--- config.mk ---
export PLATFORM = sky130hd
export DESIGN_NAME = fp32_divider
export DESIGN_NICKNAME = d
export VERILOG_FILES = /design/src/rtl/fp32_pkg.sv /design/src/rtl/fp32_mant_div_core.sv /design/src/rtl/fp32_divider.sv
export SDC_FILE = /design/constraint.sdc
export NUM_CORES = 1
export LEC_CHECK = 0
export ABC_AREA = 1
export BUFFER_PORTS_ARGS = -buffer_cell sky130_fd_sc_hd__buf_2
export CAP_MARGIN = 20
export CORE_MARGIN = 5
export CORE_UTILIZATION = 67
export CTS_BUF_LIST = sky130_fd_sc_hd__clkbuf_4
export DETAILED_ROUTE_END_ITERATION = 6
export PLACE_DENSITY_LB_ADDON = 0.05
export SETUP_SLACK_MARGIN = 0.5
export SYNTH_ARGS = -nofsm -noshare
export SYNTH_HDL_FRONTEND = slang
export SYNTH_SLANG_ARGS = --single-unit
--- constraint.sdc ---
create_clock -name clk -period 7.3 [get_ports clk]
set_input_delay 0.365 -clock clk [delete_from_list [all_inputs] [get_ports clk]]
set_output_delay 0.365 -clock clk [all_outputs]
set_load 0.005 [all_outputs]
--- src/rtl/fp32_pkg.sv ---
// Shared FP32 field constants, encodings and divider FSM states.
package fp32_pkg;

    localparam int unsigned EXP_W  = 8;
    localparam int unsigned MAN_W  = 23;
    localparam int unsigned BIAS   = 127;
    localparam int unsigned QBITS  = 26;
    localparam int unsigned EXPS_W = 10;

    localparam logic [31:0] QNAN    = 32'h7FC0_0000;
    localparam logic [31:0] POS_INF = 32'h7F80_0000;

    typedef struct packed {
        logic             sign;
        logic [EXP_W-1:0] exp;
        logic [MAN_W-1:0] man;
    } fp32_t;

    typedef enum logic [2:0] {
        IDLE,
        UNPACK,
        DIV,
        NORM,
        DONE
    } state_t;

endpackage

--- src/rtl/fp32_mant_div_core.sv ---
// Iterative restoring mantissa divider: one quotient bit per clock after start.
module fp32_mant_div_core
    import fp32_pkg::*;
(
    input  logic             clk,
    input  logic             rst_n,
    input  logic             start,
    input  logic [MAN_W:0]   dividend,
    input  logic [MAN_W:0]   divisor,
    output logic [QBITS-1:0] q,
    output logic             rem_nonzero,
    output logic             done
);

    localparam int unsigned REM_W = MAN_W + 2;
    localparam int unsigned CNT_W = $clog2(QBITS);

    logic [REM_W-1:0] rem;
    logic [MAN_W:0]   div_r;
    logic [CNT_W-1:0] cnt;
    logic             busy;
    logic             ge_c;
    logic [REM_W-1:0] rem_sub_c;
    logic [REM_W-1:0] rem_next_c;

    // Trial subtraction for the current quotient bit.
    always_comb begin
        ge_c       = rem >= REM_W'(div_r);
        rem_sub_c  = ge_c ? (rem - REM_W'(div_r)) : rem;
        rem_next_c = {rem_sub_c[REM_W-2:0], 1'b0};
    end

    // Iteration registers; done is high during the cycle of the final iteration.
    always_ff @(posedge clk or negedge rst_n) begin
        if (!rst_n) begin
            rem         <= '0;
            div_r       <= '0;
            cnt         <= '0;
            busy        <= 1'b0;
            q           <= '0;
            rem_nonzero <= 1'b0;
            done        <= 1'b0;
        end else if (start) begin
            rem         <= REM_W'(dividend);
            div_r       <= divisor;
            cnt         <= CNT_W'(QBITS - 1);
            busy        <= 1'b1;
            q           <= '0;
            rem_nonzero <= 1'b0;
            done        <= 1'b0;
        end else if (busy) begin
            rem         <= rem_next_c;
            q           <= {q[QBITS-2:0], ge_c};
            rem_nonzero <= |rem_next_c;
            cnt         <= cnt - CNT_W'(1);
            busy        <= cnt != '0;
            done        <= cnt == CNT_W'(1);
        end else begin
            done        <= 1'b0;
        end
    end

endmodule

--- src/rtl/fp32_divider.sv ---
// Multi-cycle FP32 divider (Out = A / B) with valid/ready handshakes.
module fp32_divider
    import fp32_pkg::*;
(
    input  logic        clk,
    input  logic        rst_n,
    input  logic        in_valid,
    output logic        in_ready,
    input  logic [31:0] A,
    input  logic [31:0] B,
    output logic        out_valid,
    input  logic        out_ready,
    output logic [31:0] Out,
    output logic        div_by_zero
);

    state_t state, state_n;
    logic [31:0] a_r, a_n, b_r, b_n, out_n;
    logic        sign_r, sign_n, dbz_n, ov_n, ir_n;
    logic signed [EXPS_W-1:0] exp_r, exp_n;

    fp32_t fa, fb;
    assign fa = a_r;
    assign fb = b_r;

    logic        start_c;
    logic [QBITS-1:0] q;
    logic        rem_nz, core_done;

    logic        sign_c, special_c, spec_dbz_c;
    logic [31:0] spec_out_c, norm_out_c;
    logic signed [EXPS_W-1:0] exp_calc_c, exp_adj_c, exp_fin_c;
    logic [MAN_W-1:0] mant_c;
    logic [MAN_W:0]   mant_rnd_c;
    logic        guard_c, sticky_c, inc_c;
    logic        a_nan, b_nan, a_inf, b_inf, a_zero, b_zero;

    fp32_mant_div_core u_core (
        .clk         (clk),
        .rst_n       (rst_n),
        .start       (start_c),
        .dividend    ({1'b1, fa.man}),
        .divisor     ({1'b1, fb.man}),
        .q           (q),
        .rem_nonzero (rem_nz),
        .done        (core_done)
    );

    // Operand classification, special-case results and exponent difference.
    always_comb begin
        a_zero     = fa.exp == '0;
        b_zero     = fb.exp == '0;
        a_inf      = (fa.exp == '1) && (fa.man == '0);
        b_inf      = (fb.exp == '1) && (fb.man == '0);
        a_nan      = (fa.exp == '1) && (fa.man != '0);
        b_nan      = (fb.exp == '1) && (fb.man != '0);
        sign_c     = fa.sign ^ fb.sign;
        special_c  = 1'b1;
        spec_dbz_c = 1'b0;
        spec_out_c = QNAN;
        if (a_nan || b_nan || (a_zero && b_zero) || (a_inf && b_inf)) begin
            spec_out_c = QNAN;
        end else if (a_inf) begin
            spec_out_c = {sign_c, POS_INF[30:0]};
        end else if (b_inf || a_zero) begin
            spec_out_c = {sign_c, 31'h0};
        end else if (b_zero) begin
            spec_out_c = {sign_c, POS_INF[30:0]};
            spec_dbz_c = 1'b1;
        end else begin
            special_c  = 1'b0;
        end
        exp_calc_c = $signed({2'b00, fa.exp}) - $signed({2'b00, fb.exp})
                   + $signed(EXPS_W'(BIAS));
    end

    // Normalise the quotient, round to nearest even, clamp the exponent range.
    always_comb begin
        if (q[QBITS-1]) begin
            mant_c    = q[QBITS-2:2];
            guard_c   = q[1];
            sticky_c  = q[0] | rem_nz;
            exp_adj_c = exp_r;
        end else begin
            mant_c    = q[QBITS-3:1];
            guard_c   = q[0];
            sticky_c  = rem_nz;
            exp_adj_c = exp_r - EXPS_W'(1);
        end
        inc_c      = guard_c & (sticky_c | mant_c[0]);
        mant_rnd_c = {1'b0, mant_c} + (MAN_W+1)'(inc_c);
        exp_fin_c  = exp_adj_c + (mant_rnd_c[MAN_W] ? EXPS_W'(1) : EXPS_W'(0));
        if (exp_fin_c >= $signed(EXPS_W'(255))) begin
            norm_out_c = {sign_r, POS_INF[30:0]};
        end else if (exp_fin_c <= $signed(EXPS_W'(0))) begin
            norm_out_c = {sign_r, 31'h0};
        end else begin
            norm_out_c = {sign_r, exp_fin_c[EXP_W-1:0], mant_rnd_c[MAN_W-1:0]};
        end
    end

    // Next-state and handshake control.
    always_comb begin
        state_n = state;
        a_n     = a_r;
        b_n     = b_r;
        sign_n  = sign_r;
        exp_n   = exp_r;
        out_n   = Out;
        dbz_n   = div_by_zero;
        ov_n    = out_valid;
        ir_n    = in_ready;
        start_c = 1'b0;
        case (state)
            IDLE: begin
                if (in_valid) begin
                    a_n     = A;
                    b_n     = B;
                    ir_n    = 1'b0;
                    state_n = UNPACK;
                end
            end
            UNPACK: begin
                sign_n = sign_c;
                if (special_c) begin
                    out_n   = spec_out_c;
                    dbz_n   = spec_dbz_c;
                    ov_n    = 1'b1;
                    state_n = DONE;
                end else begin
                    exp_n   = exp_calc_c;
                    start_c = 1'b1;
                    state_n = DIV;
                end
            end
            DIV: begin
                if (core_done) begin
                    state_n = NORM;
                end
            end
            NORM: begin
                out_n   = norm_out_c;
                dbz_n   = 1'b0;
                ov_n    = 1'b1;
                state_n = DONE;
            end
            DONE: begin
                if (out_ready) begin
                    ov_n    = 1'b0;
                    ir_n    = 1'b1;
                    state_n = IDLE;
                end
            end
            default: begin
                state_n = IDLE;
                ir_n    = 1'b1;
                ov_n    = 1'b0;
            end
        endcase
    end

    // State and output registers.
    always_ff @(posedge clk or negedge rst_n) begin
        if (!rst_n) begin
            state       <= IDLE;
            a_r         <= '0;
            b_r         <= '0;
            sign_r      <= 1'b0;
            exp_r       <= '0;
            Out         <= '0;
            div_by_zero <= 1'b0;
            out_valid   <= 1'b0;
            in_ready    <= 1'b1;
        end else begin
            state       <= state_n;
            a_r         <= a_n;
            b_r         <= b_n;
            sign_r      <= sign_n;
            exp_r       <= exp_n;
            Out         <= out_n;
            div_by_zero <= dbz_n;
            out_valid   <= ov_n;
            in_ready    <= ir_n;
        end
    end

endmodule

# Word-level counts from Yosys, hierarchy flattened
# Cells that the tools add are included.
totals:
  ff_bits: 196
  input_bits: 68
  output_inout_bits: 35
  elab_cells: 121
classes:
  n_addsub: 7
  n_lt_le_gt_ge: 3
  n_eq_ne: 11
  mux: 48
  n_bitwise: 7
  n_reduce_logical: 29
ops:
  columns: ["operator", "count"]
  rows:
  - ["$mux W32", 5]
  - ["$pmux W32 S2", 1]
  - ["$mux W31", 2]
  - ["$mux W26", 2]
  - ["$mux W25", 2]
  - ["$logic_not A23 Y1", 2]
  - ["$reduce_bool A23 Y1", 2]
  - ["$ge A25 B24 Y1", 1]
  - ["$add A23 B1 Y24", 1]
  - ["$mux W24", 1]
  - ["$reduce_or A24 Y1", 1]
  - ["$sub A24 B24 Y24", 1]
  - ["$mux W1", 23]
  - ["$mux W23", 1]
  - ["$eq A8 B8 Y1 const B", 2]
  - ["$logic_not A8 Y1", 2]
  - ["$pmux W3 S5", 1]
  - ["$mux W3", 4]
  - ["$add A10 B2 Y10", 1]
  - ["$add A9 B8 Y10 const B", 1]
  - ["$ge A10 B9 Y1 const B", 1]
  - ["$le A10 B1 Y1 const B", 1]
  - ["$mux W10", 1]
  - ["$mux W5", 2]
  - ["other kinds (25)", 44]

# Longest topological paths before layout
# Gate-level depths: netlist of the first run.
logic_depth:
  depth_word: 11
  ltp_mapped: 32
  depth_no_buf: 31

# By module
# Synthesis of the first run repeated with hierarchy kept, for this count alone.
unflattened:
  cells_unflattened: 1644
  hier_area_um2: 12280.5
by_module_without_submodules:
  columns: ["module", "instances", "cells_per_inst", "area_each_um2", "seq_area_each_um2"]
  rows:
  - ["fp32_divider", 1, 827, 6702.7, 2829.0]
  - ["fp32_mant_div_core", 1, 817, 5577.8, 2077.0]

# Worst setup path before layout of the first run
# Ideal clock, no wire load.
synth_timing:
  path_type: "register to register"
  start: "register u_core.q[25]"
  end: "register Out[10]"
  setup_time_ns: 0.117
  t_arrival_ns: 3.355
  t_required_ns: 7.183
  slack_ns: 3.829
  path_stages_with_launch: 28
  path_buffers: 3
  synth_period_minus_slack_ns: 3.471
  path_cell_list: "dfrtp_1 buf_6 buf_6 o21ai_0 inv_1 nor2_2 nand2_1 nor2_2 nand3b_1 nor3_1 nand3_1 nor2_1 nand3_1 nor3_1 ha_1 ha_1 nand2_1 nor2_2 nand2_2 nor2_2 inv_1 nand2_1 nand3_1 o21ai_4 nor2_8 buf_6 nand2_1 nand2_1"
synth_between:
  elab_chain_cells: 10
  elab_cells_between_ends: 14
  cone_classes: "2 x add/sub; 2 x order compare; 8 x mux; 2 x bitwise"
synth_lines:
  columns: ["item", "line", "text"]
  rows:
  - ["start, declared", "fp32_mant_div_core.sv:10", "output logic [QBITS-1:0] q,"]
  - ["start signal, assigned", "fp32_mant_div_core.sv:53", "q <= {q[QBITS-2:0], ge_c};"]
  - ["$mux W1 or $mux W23 (tied branches)", "fp32_divider.sv:79", "if (q[QBITS-1]) begin"]
  - ["$or A1 B1 Y1", "fp32_divider.sv:90", "inc_c = guard_c & (sticky_c | mant_c[0]);"]
  - ["$and A1 B1 Y1", "fp32_divider.sv:90", null]
  - ["$add A23 B1 Y24", "fp32_divider.sv:91", "mant_rnd_c = {1'b0, mant_c} + (MAN_W+1)'(inc_c);"]
  - ["$mux W1", "fp32_divider.sv:92", "exp_fin_c = exp_adj_c + (mant_rnd_c[MAN_W] ? EXPS_W'(1) : EXPS_W'(0));"]
  - ["$add A10 B2 Y10", "fp32_divider.sv:92", null]
  - ["$le A10 B1 Y1", "fp32_divider.sv:95", "end else if (exp_fin_c <= $signed(EXPS_W'(0))) begin"]
  - ["$mux W31", "fp32_divider.sv:95", null]
  - ["$mux W31 (*)", "fp32_divider.sv:93", "if (exp_fin_c >= $signed(EXPS_W'(255))) begin"]
  - ["$pmux W32 S2 (*)", "fp32_divider.sv:114", "case (state)"]
  - ["end signal, assigned", "fp32_divider.sv:180", "Out <= out_n;"]
  - ["end, declared", "fp32_divider.sv:13", "output logic [31:0] Out,"]
# Mark *: on every way between the ends. The rest lies on a longest branch, timed or not.
# A chain may end at the register's enable or synchronous reset.

# Worst setup path after layout of the first run
layout_timing:
  start: "register u_core.q[25]"
  end: "register Out[28]"
layout_between:
  elab_chain_cells: 10
  elab_cells_between_ends: 14
  cone_classes: "2 x add/sub; 2 x order compare; 8 x mux; 2 x bitwise"
layout_lines:
  columns: ["item", "line"]
  rows:
  - ["$mux W1 or $mux W23 (tied branches)", "fp32_divider.sv:79"]
  - ["$or A1 B1 Y1", "fp32_divider.sv:90"]
  - ["$and A1 B1 Y1", "fp32_divider.sv:90"]
  - ["$add A23 B1 Y24", "fp32_divider.sv:91"]
  - ["$mux W1", "fp32_divider.sv:92"]
  - ["$add A10 B2 Y10 (*)", "fp32_divider.sv:92"]
  - ["$le A10 B1 Y1", "fp32_divider.sv:95"]
  - ["$mux W31", "fp32_divider.sv:95"]
  - ["$mux W31 (*)", "fp32_divider.sv:93"]
  - ["$pmux W32 S2 (*)", "fp32_divider.sv:114"]
# Marked as above.

==> results of run 1 <==
==> cell families after synthesis <==
logic type / share of synthesized area (%)
and+or+nand+nor: 31.3
adders and majority gates: 4.46
AOI/OAI and AO/OA: 8.21
muxes: 2.88
buffers and inverters: 10.1
DFF: 40.5
xor gates and xnor gates: 2.53
==> per-stage QoR <==
stage | instances | total power, mW | worst slack (ns) | cell area, sq um
4_1_cts | 2088 | 6.50 | 2.84 | 13700
5_1_grt | 2094 | 7.34 | 2.20 | 13800
3_5_place_dp | 1991 | 5.83 | 2.92 | 12700
3_3_place_gp | 1991 | 5.72 | 3.14 | 12700
6_report | 2094 | 6.70 | 2.74 | 13800
2_1_floorplan | 1703 | 4.90 | 3.83 | 12100
==> state kept, by name, summed over array words and instances (netlist names) <==
register,flops
b_r,32
div_by_zero,1
state,3
u_core.q,26
u_core.div_r,24
in_ready,1
Out,32
u_core.busy,1
u_core.cnt,5
u_core.done,1
u_core.rem,25
exp_r,10
sign_r,1
a_r,32
out_valid,1
u_core.rem_nonzero,1
==> what timing repair did <==
item | in CTS | in global routing
hold endpoints to repair | 174 | 0
gates resized for setup | 0 | 0
hold buffers | 65 | 0
==> cells in the mapped netlist, types with 3 or more instances <==
master and number:
nand2_1 557, inv_1 255, dfrtp_1 195, nor2_1 161
nand3_1 111, o21ai_0 65, a21oi_1 61, ha_1 40
mux2_2 31, nand4_1 30, o22ai_1 30, xor2_1 27
buf_2 20, clkbuf_1 20, nor3_1 14, nor2_2 9
nor4_1 8, xnor2_1 8, nand2_2 5, nand3b_1 5
inv_2 4, o21ai_1 4, o21bai_1 4, buf_1 3
buf_6 3, o211ai_1 3, o21a_1 3
==> power groups by stage <==
stage / Sequential, mW / Clock, mW / Combinational, mW
floorplan: 1.80 / 0 / 3.09
global placement: 1.86 / 0 / 3.86
detailed placement: 1.88 / 0 / 3.95
CTS: 1.86 / 0.638 / 4.01
global route: 1.93 / 0.686 / 4.72
finish: 1.89 / 0.630 / 4.18
==> worst max path at each step <==
stage | from | endpoint
finish | u_core.q[25]$_DFFE_PN0P_ | Out[28]$_DFFE_PN0P_
global route | u_core.q[25]$_DFFE_PN0P_ | Out[26]$_DFFE_PN0P_
CTS | u_core.q[25]$_DFFE_PN0P_ | Out[27]$_DFFE_PN0P_
detailed placement | u_core.q[25]$_DFFE_PN0P_ | Out[27]$_DFFE_PN0P_
global placement | u_core.q[25]$_DFFE_PN0P_ | Out[26]$_DFFE_PN0P_
floorplan | u_core.q[25]$_DFFE_PN0P_ | Out[10]$_DFFE_PN0P_
==> critical path, delay by kind of cell, from the launching register on <==
kind | cells | cell delay [ns]
and+or+nand+nor | 23 | 2.49
AOI/OAI and AO/OA | 2 | 0.64
buffers and inverters | 3 | 0.61
DFF | 1 | 0.51
adders and majority gates | 1 | 0.24
==> final cells by class <==
class / instances / share of cell area [%]
antenna: 2 / 0.0362
clock buffer: 17 / 0.922
clock inverter: 15 / 1.47
inverter: 261 / 7.12
multi-input combinational: 1198 / 43.4
sequential: 196 / 35.5
tap: 229 / 2.07
timing repair buffer: 176 / 9.52
==> layer usage <==
| metal | part of all wire, % | GRT usage (%) | up-vias | wire [um] |
|---|---|---|---|---|
| li1 | - | - | 5663 | - |
| met1 | 46 | 47.2 | 5378 | 14900 |
| met2 | 44 | 48.6 | 476 | 14300 |
| met3 | 7.5 | 6.02 | 87 | 2440 |
| met4 | 2.6 | 9.72 | 4 | 847 |
| met5 | 0.065 | 0 | - | 21 |
==> impl_metrics.toml, run 1 <==
[synthesis]
synthCells = 1703
yosysWarnings = 0
synth_top_area_share_pct = 40.3
syn_area_per_cell_sq_um = 7.11
dominantRegCellSynth = "dfrtp_1"
synth-async-reset-ratio_pct = 100
ys_top_cells_by_area = "dfrtp_1, nand2_1, inv_1, nor2_1, nand3_1"
synth_edf_count = 0
seq_area_frac_synth_pct = 40.5
ys_ff_latch = 196
netlist_area_sq_um = 12100
synth_cell_types = 46
synth.net_count = 1813
synth_top_cell_by_area = "dfrtp_1"

[power]
leakagePower_nw = 7.44
share_comb_of_total_power_pct = 62.4
swShare_pct = 52.7
power.switching_mw = 3.53
p_int_mw = 3.17
pwr-share-seq_pct = 28.2
power_density_nw_per_um2 = 484
ir_drop_v = 0.000375
power_frac_clock_pct = 9.4

[min_path]
holdPathStages = 3
holdPathEnd = "b_r[25]$_DFFE_PN0P_"
hp-class = "input pin to register"
min-delay-start = "B[25]"

[global_routing]
grt_pass1_vias = 10700
grt_pass1_wl_um = 53300
grt_max_degree = 112
antenna_found_initial = 4
grt_usage_pct = 32.1
grt-ovfl-total = 0

[timing]
fin_worst_skew_ns = 0.0339
rsz0062_at_grt = "no"
holdWs_ns = 0.0537
hold_viol_final = 0
setup_viol = 0
maxSlewHeadroom_pct = 30.7
finalCriticalPeriod_ns = 4.56
worst_slew_pin_slew_ns = 1.04
fmax_ghz = 0.219
maxSlewViolCount = 0
setup_tns_ns = 0
fin_crit_sh_pct = 62.4

[critical_path]
critPathMaxStageDelay_ns = 0.51
cp-start-kind = "register"
critical_path_class = "register to register"
worstPathMaxFanout = 46
critical_path_required_ns = 7.81
worstReg2RegEnd = "Out[28]$_DFFE_PN0P_"
path_common_cell = "nand2_1"
r2r_slack_ns = 2.74
r2r_cells = 29
crit_path_end_kind = "register"
r2r-start = "u_core.q[25]$_DFFE_PN0P_"
crit_arrival_ns = 5.07
cp_slowest_cell = "dfrtp_1"

[floorplanning]
dieArea_sq_um = 20900
core.rowCount = 49
initial_core_util_pct = 67.6
fp.dieW_um = 144
die_h_um = 144
ios = 103
coreArea_sq_um = 17900

[routing]
drt-initial-drc-count = 1111
drc_errors = 0
wl_per_cell_um = 15.5
vias_per_cell = 5.54
wl_um = 32500
drt_pre_antenna_iters = 7
ant_nets = 0
vias = 11600

[flow_run]
max_cap_viol_count = 0

[placement]
portBuffers = 102
dpl.hpwl_um = 22200
gp_congestion = 0.968

[finish]
finalNetCount = 1960
final-seq-area_sq_um = 4910
syn2layout_area_growth_pct = 14.3
drive_gt1_share_pct = 11.2
fillCellCount = 1359
fin_util_pct = 77.3
layout.cells.most_common = "nand2_1"
multi_input_area_sq_um = 6010
final_cell_mix = "nand2_1, inv_1, dfrtp_1"

[clock_network]
cts_root_buf = "clkbuf_4"
cts_tree = "yes"
post-cts-setup-buffer-count = 0
cts.sinks = 196
clk_path_buf_depth = 2
clkTransAtPathRegs_ns = 0.19
cts_inserted_buffers = 17
clock_insertion_delay_worst_skew_ns = 0.62
htree_levels = 4

[run_status]
status = "finished, final reports clean"
Note: power is estimated with default switching activity, not from simulation.
==> run 2, diff against run 1 <==
--- a/config.mk
+++ b/config.mk
@@ -9,7 +9,7 @@
 export BUFFER_PORTS_ARGS = -buffer_cell sky130_fd_sc_hd__buf_2
 export CAP_MARGIN = 20
 export CORE_MARGIN = 5
-export CORE_UTILIZATION = 67
+export CORE_UTILIZATION = 57
 export CTS_BUF_LIST = sky130_fd_sc_hd__clkbuf_4
 export DETAILED_ROUTE_END_ITERATION = 6
 export PLACE_DENSITY_LB_ADDON = 0.05
==> constraint.sdc (replaced) <==
create_clock -name clk -period 3.95 [get_ports clk]
set_input_delay 0.1975 -clock clk [delete_from_list [all_inputs] [get_ports clk]]
set_output_delay 0.1975 -clock clk [all_outputs]
set_load 0.005 [all_outputs]
==> run 2 against run 1 <==
Net effect:
- the flow now finishes with violations (negative setup slack)
- utilization decreased by 6.5 points
- combinational power up 92%
- register-to-register slack got worse by 2.8 ns
- design area increased by 7.3%
- total power increased by 88%
- flip-flop and latch count unchanged
- global-route usage down 3.9 points
- first-iteration DRC count decreased by 22%
- fmax up 15%
- largest power group unchanged
==> impl_metrics.toml, run 2 (same netlist as run 1, synthesis figures left out) <==
[finish]
finalNetCount = 2043
syn2layout_area_growth_pct = 22.6
fin_util_pct = 70.8
layout.cells.most_common = "nand2_1"
reg.largest.list = "Out x32, a_r x32, b_r x32"
final_cell_mix = "nand2_1, inv_1, dfrtp_1"
fillCellCount = 1736
final_cells = 2224
drive_gt1_share_pct = 17.6

[clock_network]
clock_insertion_delay_worst_skew_ns = 0.60
cts_inserted_buffers = 17
cts.sinks = 196
cts_tree = "yes"
cts_root_buf = "clkbuf_4"
clk_path_buf_depth = 2
htree_levels = 4
clkTransAtPathRegs_ns = 0.18

[critical_path]
worstPathMaxFanout = 4
cp_slowest_cell = "dfrtp_2"
r2r_cells = 31
critical_path_required_ns = 4.47
path_common_cell = "buf_4"
critical_path_class = "register to register"
r2r-start = "u_core.q[25]$_DFFE_PN0P_"
startpoint = "u_core.q[25]$_DFFE_PN0P_"
worstReg2RegEnd = "Out[17]$_DFFE_PN0P_"
cp-start-kind = "register"
critPathMaxStageDelay_ns = 0.47
crit_arrival_ns = 4.48
r2r_slack_ns = -0.009
crit_path_end_kind = "register"

[routing]
drc_errors = 0
ant_nets = 0
wl_per_cell_um = 15.4
wl_um = 34300
vias = 11700
vias_per_cell = 5.28
drt-initial-drc-count = 869
drt_pre_antenna_iters = 5

[placement]
dp_cells = 2057
portBuffers = 102
dpl.hpwl_um = 23100
gp_congestion = 0.964

[min_path]
hp-class = "input pin to register"
holdPathEnd = "state[0]$_DFFE_PN0P_"
min-delay-start = "in_valid"
holdPathStages = 4

[timing]
setup_viol = 1
hold_viol_final = 0
maxSlewHeadroom_pct = 27.5
fmax_ghz = 0.253
rsz0062_at_grt = "yes"
fin_worst_skew_ns = 0.0334
fin_crit_sh_pct = 100
worst_slew_pin_slew_ns = 1.08
maxSlewViolCount = 0
fin_ws_ns = -0.00942
finalCriticalPeriod_ns = 3.96

[power]
ir_drop_v = 0.000521
power_density_nw_per_um2 = 847
total_power_mw = 12.6
leakagePower_nw = 7.86

[floorplanning]
core.rowCount = 53
die_h_um = 156
coreArea_sq_um = 21000
ios = 103
fp.dieW_um = 156
initial_core_util_pct = 57.8
dieArea_sq_um = 24300

[global_routing]
grt_pass1_wl_um = 55300
grt_usage_pct = 28.2
grt_max_degree = 92
antenna_found_initial = 3
grt_pass1_vias = 11100
grt-ovfl-total = 0

[run_status]
status = "complete, but fails checks"
violations = "negative setup slack"

[flow_run]
max_cap_viol_count = 0
==> run 2: cell types whose count changed in the layout (fill, tap and decap cells not counted), sizes merged <==
cell	delta
inv	-1
dlygate4sd3	+1
diode	+1
buf	+79
clkinvlp	+1
nor2	+3
==> run 2: where the power goes <==
part           leakage [nW]  total [mW]  switching [mW]  internal, mW
sequential             2.39        3.45           0.572          2.88
clock                 0.153        1.08           0.794         0.289
combinational          5.32        8.04            5.19          2.84
==> run 2: what timing repair did <==
item / CTS / global route
gates cloned: 3 / 0
hold buffers: 66 / 0
hold endpoints to repair: 153 / 0
pin swaps: 34 / 40
buffers inserted: 51 / 12
endpoints found under the setup margin: 31 / 31
resized for setup: 31 / 79
==> run 2: worst max path at each step <==
stage,depth (start not counted),slack [ns],endpoint
finish,31,-0.009,Out[17]$_DFFE_PN0P_
global route,28,-0.19,Out[14]$_DFFE_PN0P_
CTS,30,0.24,Out[13]$_DFFE_PN0P_
detailed placement,27,-0.01,Out[27]$_DFFE_PN0P_
global placement,28,0.14,Out[24]$_DFFE_PN0P_
floorplan,27,0.51,Out[10]$_DFFE_PN0P_
==> run 2: layout make-up <==
type / instances / area, sq um / share of cell area (%)
Timing Repair Buffer: 256 / 1970 / 13.3
Multi-Input combinational cell: 1201 / 6340 / 42.7
Clock inverter: 15 / 161 / 1.09
Inverter: 261 / 987 / 6.65
Sequential cell: 196 / 4910 / 33.1
Antenna cell: 3 / 7.51 / 0.0506
Tap cell: 275 / 344 / 2.32
Clock buffer: 17 / 128 / 0.860
==> run 2: routing by layer <==
| layer | GRT usage [%] | part of all wire [%] | wire (um) | vias to the layer above |
|---|---|---|---|---|
| li1 | - | - | - | 5822 |
| met1 | 41.4 | 46 | 15900 | 5456 |
| met2 | 43.7 | 45 | 15400 | 392 |
| met3 | 4.27 | 6.2 | 2120 | 74 |
| met4 | 7.71 | 2.7 | 911 | 0 |
| met5 | 0 | 0 | 0 | - |
==> run 2: stage by stage <==
stage	setup TNS, ns	cell area [sq um]	setup slack [ns]	hold slack [ns]
after CTS	0	14500	0.243	0.0279
after floorplan	0	12100	0.512	-0.0981
after global routing	-3.23	14800	-0.193	0.0545
final	-0.00942	14800	-0.00942	0.0720
after global placement	0	13000	0.142	0.315
after detailed placement	-0.0180	13000	-0.0107	0.320
==> run 2: worst max-delay path: cells and delay by family, from the launching register on <==
| kind | cells | cell delay (ns) |
|---|---|---|
| compound gates | 1 | 0.06 |
| xor+xnor | 1 | 0.15 |
| buf+inv | 19 | 2.20 |
| flops | 1 | 0.47 |
| simple gates | 10 | 0.98 |
==> run 3, diff against run 2 <==
--- a/config.mk
+++ b/config.mk
@@ -14,6 +14,7 @@
 export DETAILED_ROUTE_END_ITERATION = 6
 export PLACE_DENSITY_LB_ADDON = 0.05
 export SETUP_SLACK_MARGIN = 0.5
+export SKIP_CTS_REPAIR_TIMING = 1
 export SYNTH_ARGS = -nofsm -noshare
 export SYNTH_HDL_FRONTEND = slang
 export SYNTH_SLANG_ARGS = --single-unit
==> constraint.sdc (replaced) <==
create_clock -name clk -period 3.5 [get_ports clk]
set_input_delay 0.175 -clock clk [delete_from_list [all_inputs] [get_ports clk]]
set_output_delay 0.175 -clock clk [all_outputs]
set_load 0.005 [all_outputs]
==> run 3 against run 2 <==
Net effect:
- clock skew is 0.0034 ns higher
- sequential power rose by 13%
- worst hold slack better by 0.071 ns
- utilization down 1.2 points
- cell count decreased by 0.58%
- first-iteration DRC count fell by 4.6%
- count of clock-buffer cells in the layout did not move
- the flow still finishes with violations (negative setup slack)
- worst setup slack got worse by 0.35 ns
- critical path depth is 4 lower
- highest routed layer unchanged
- register-to-register slack worse by 0.35 ns
- die area stayed put
==> impl_metrics.toml, run 3 (same netlist as run 1, synthesis figures left out) <==
[power]
swShare_pct = 51.9
ir_drop_v = 0.000647
total_power_mw = 14.4
p_int_mw = 6.91
power.switching_mw = 7.46
power_frac_clock_pct = 8.9
share_comb_of_total_power_pct = 64.0
leakagePower_nw = 7.76
pwr-share-seq_pct = 27.1
power_density_nw_per_um2 = 985

[critical_path]
critPathMaxStageDelay_ns = 0.48
r2r-start = "u_core.q[25]$_DFFE_PN0P_"
cp-start-kind = "register"
critical_path_class = "register to register"
r2r_cells = 27
cp_slowest_cell = "dfrtp_2"
endpoint = "Out[17]$_DFFE_PN0P_"
crit_arrival_ns = 4.39
critical_path_required_ns = 4.03
path_common_cell = "nand2_1"
r2r_slack_ns = -0.36
critPathTopFamily = "simple AND/OR/NAND/NOR gates"
startpoint = "u_core.q[25]$_DFFE_PN0P_"
worstPathMaxFanout = 5
crit_cells = 27
cp_num_buf_inv = 5
crit_path_end_kind = "register"
worstReg2RegEnd = "Out[17]$_DFFE_PN0P_"

[routing]
ant_nets = 0
vias_per_cell = 5.22
drc_errors = 0
drt-initial-drc-count = 829
wl_per_cell_um = 14.9
drt_pre_antenna_iters = 6
vias = 11500
wl_um = 33000

[finish]
drive_gt1_share_pct = 17.2
syn2layout_area_growth_pct = 20.5
reg.largest.list = "Out x32, a_r x32, b_r x32"
layout.cells.most_common = "nand2_1"
final_cells = 2211
fin_util_pct = 69.6
finalNetCount = 2031
final_cell_area_sq_um = 14600
final_cell_mix = "nand2_1, inv_1, dfrtp_1"

[placement]
portBuffers = 102
dpl.hpwl_um = 23600
dp_cells = 2095
place_area_sq_um = 13300
gp_congestion = 0.961

[floorplanning]
initial_core_util_pct = 57.8
core.rowCount = 53
die_h_um = 156
coreArea_sq_um = 21000
dieArea_sq_um = 24300
ios = 103
fp.dieW_um = 156

[timing]
maxSlewViolCount = 0
finalCriticalPeriod_ns = 3.86
worst_slew_pin_slew_ns = 1.06
setup_viol = 31
hold_viol_final = 0
fin_worst_skew_ns = 0.0368
fin_crit_sh_pct = 110
fin_ws_ns = -0.362
rsz0062_at_grt = "yes"
maxSlewHeadroom_pct = 29.1
fmax_ghz = 0.259

[global_routing]
grt_pass1_wl_um = 50800
grt_pass1_vias = 10100
grt_usage_pct = 25.9
grt-ovfl-total = 0
grt_max_degree = 102
antenna_found_initial = 2

[clock_network]
cts.sinks = 196
htree_levels = 4
clk_path_buf_depth = 2
clkTransAtPathRegs_ns = 0.19
cts_tree = "yes"
cts_inserted_buffers = 17
cts_root_buf = "clkbuf_4"
clock_insertion_delay_worst_skew_ns = 0.62

[run_status]
violations = "negative setup slack"
status = "complete, but fails checks"

[flow_run]
max_cap_viol_count = 0

[min_path]
hp-class = "input pin to async pin"
run 3: cell types whose count changed in the layout (fill, tap and decap cells not counted), moves of 3 or more:
cell / previous run / this run
nor2_4: 16 / 12
buf_6: 27 / 3
ha_2: 1 / 4
inv_1: 253 / 250
buf_4: 59 / 72
nand2_2: 22 / 26
inv_2: 6 / 9
inv_8: 2 / 5
nor2_2: 6 / 11
nand2_4: 8 / 4
ha_1: 38 / 35
run 3: power by group through the flow:
stage               Combinational (mW)  Clock (mW)  Sequential (mW)
floorplan                         6.47           0             3.76
global placement                  8.48           0             3.88
detailed placement                8.60           0             3.93
CTS                               8.66        1.31             3.87
global route                      10.5        1.41             4.01
finish                            9.19        1.28             3.90
run 3: layer usage:
layer / global-route usage (%) / routed length (um) / up-vias
met3: 5.63 / 2230 / 50
met5: 0 / 0 / -
met2: 38.5 / 14800 / 334
li1: - / - / 5803
met4: 5.50 / 543 / 0
met1: 39.1 / 15500 / 5351
run 3: metrics by stage:
step | TNS [ns] | setup slack, ns | hold WS (ns)
global route | -17.45 | -0.618 | 0.215
finish | -9.54 | -0.362 | 0.143
detailed placement | -5.94 | -0.256 | 0.312
global placement | -1.74 | -0.0888 | 0.308
CTS | -7.68 | -0.324 | -0.383
floorplan | 0 | 0.111 | -0.121
run 3: layout make-up:
cell class | instances | area, sq um
fill | 1816 | 6360
clock buffer | 17 | 128
antenna | 2 | 5.00
timing repair buffer | 244 | 1760
multi-input combinational | 1201 | 6280
inverter | 261 | 987
clock inverter | 15 | 174
tap | 275 | 344
sequential | 196 | 4910
run 3: how the worst min path moves through the flow:
| stage | endpoint | slack [ns] |
|---|---|---|
| CTS | u_core.rem[14]$_DFFE_PN0P_ | -0.38 |
| global route | u_core.rem[14]$_DFFE_PN0P_ | 0.21 |
| floorplan | Out[0]$_DFFE_PN0P_ | -0.12 |
| detailed placement | u_core.rem[14]$_DFFE_PN0P_ | 0.31 |
| global placement | u_core.rem[14]$_DFFE_PN0P_ | 0.31 |
| finish | u_core.rem[14]$_DFFE_PN0P_ | 0.14 |
run 3: worst register-to-register path: cells and delay by family (launching register included):
kind	cells	cell delay (ns)
flip-flops	1	0.48
AND/OR/NAND/NOR	18	1.95
buffers and inverters	5	0.60
AO/OA/AOI/OAI	3	0.51
adder cells (fa/ha/maj)	1	0.27
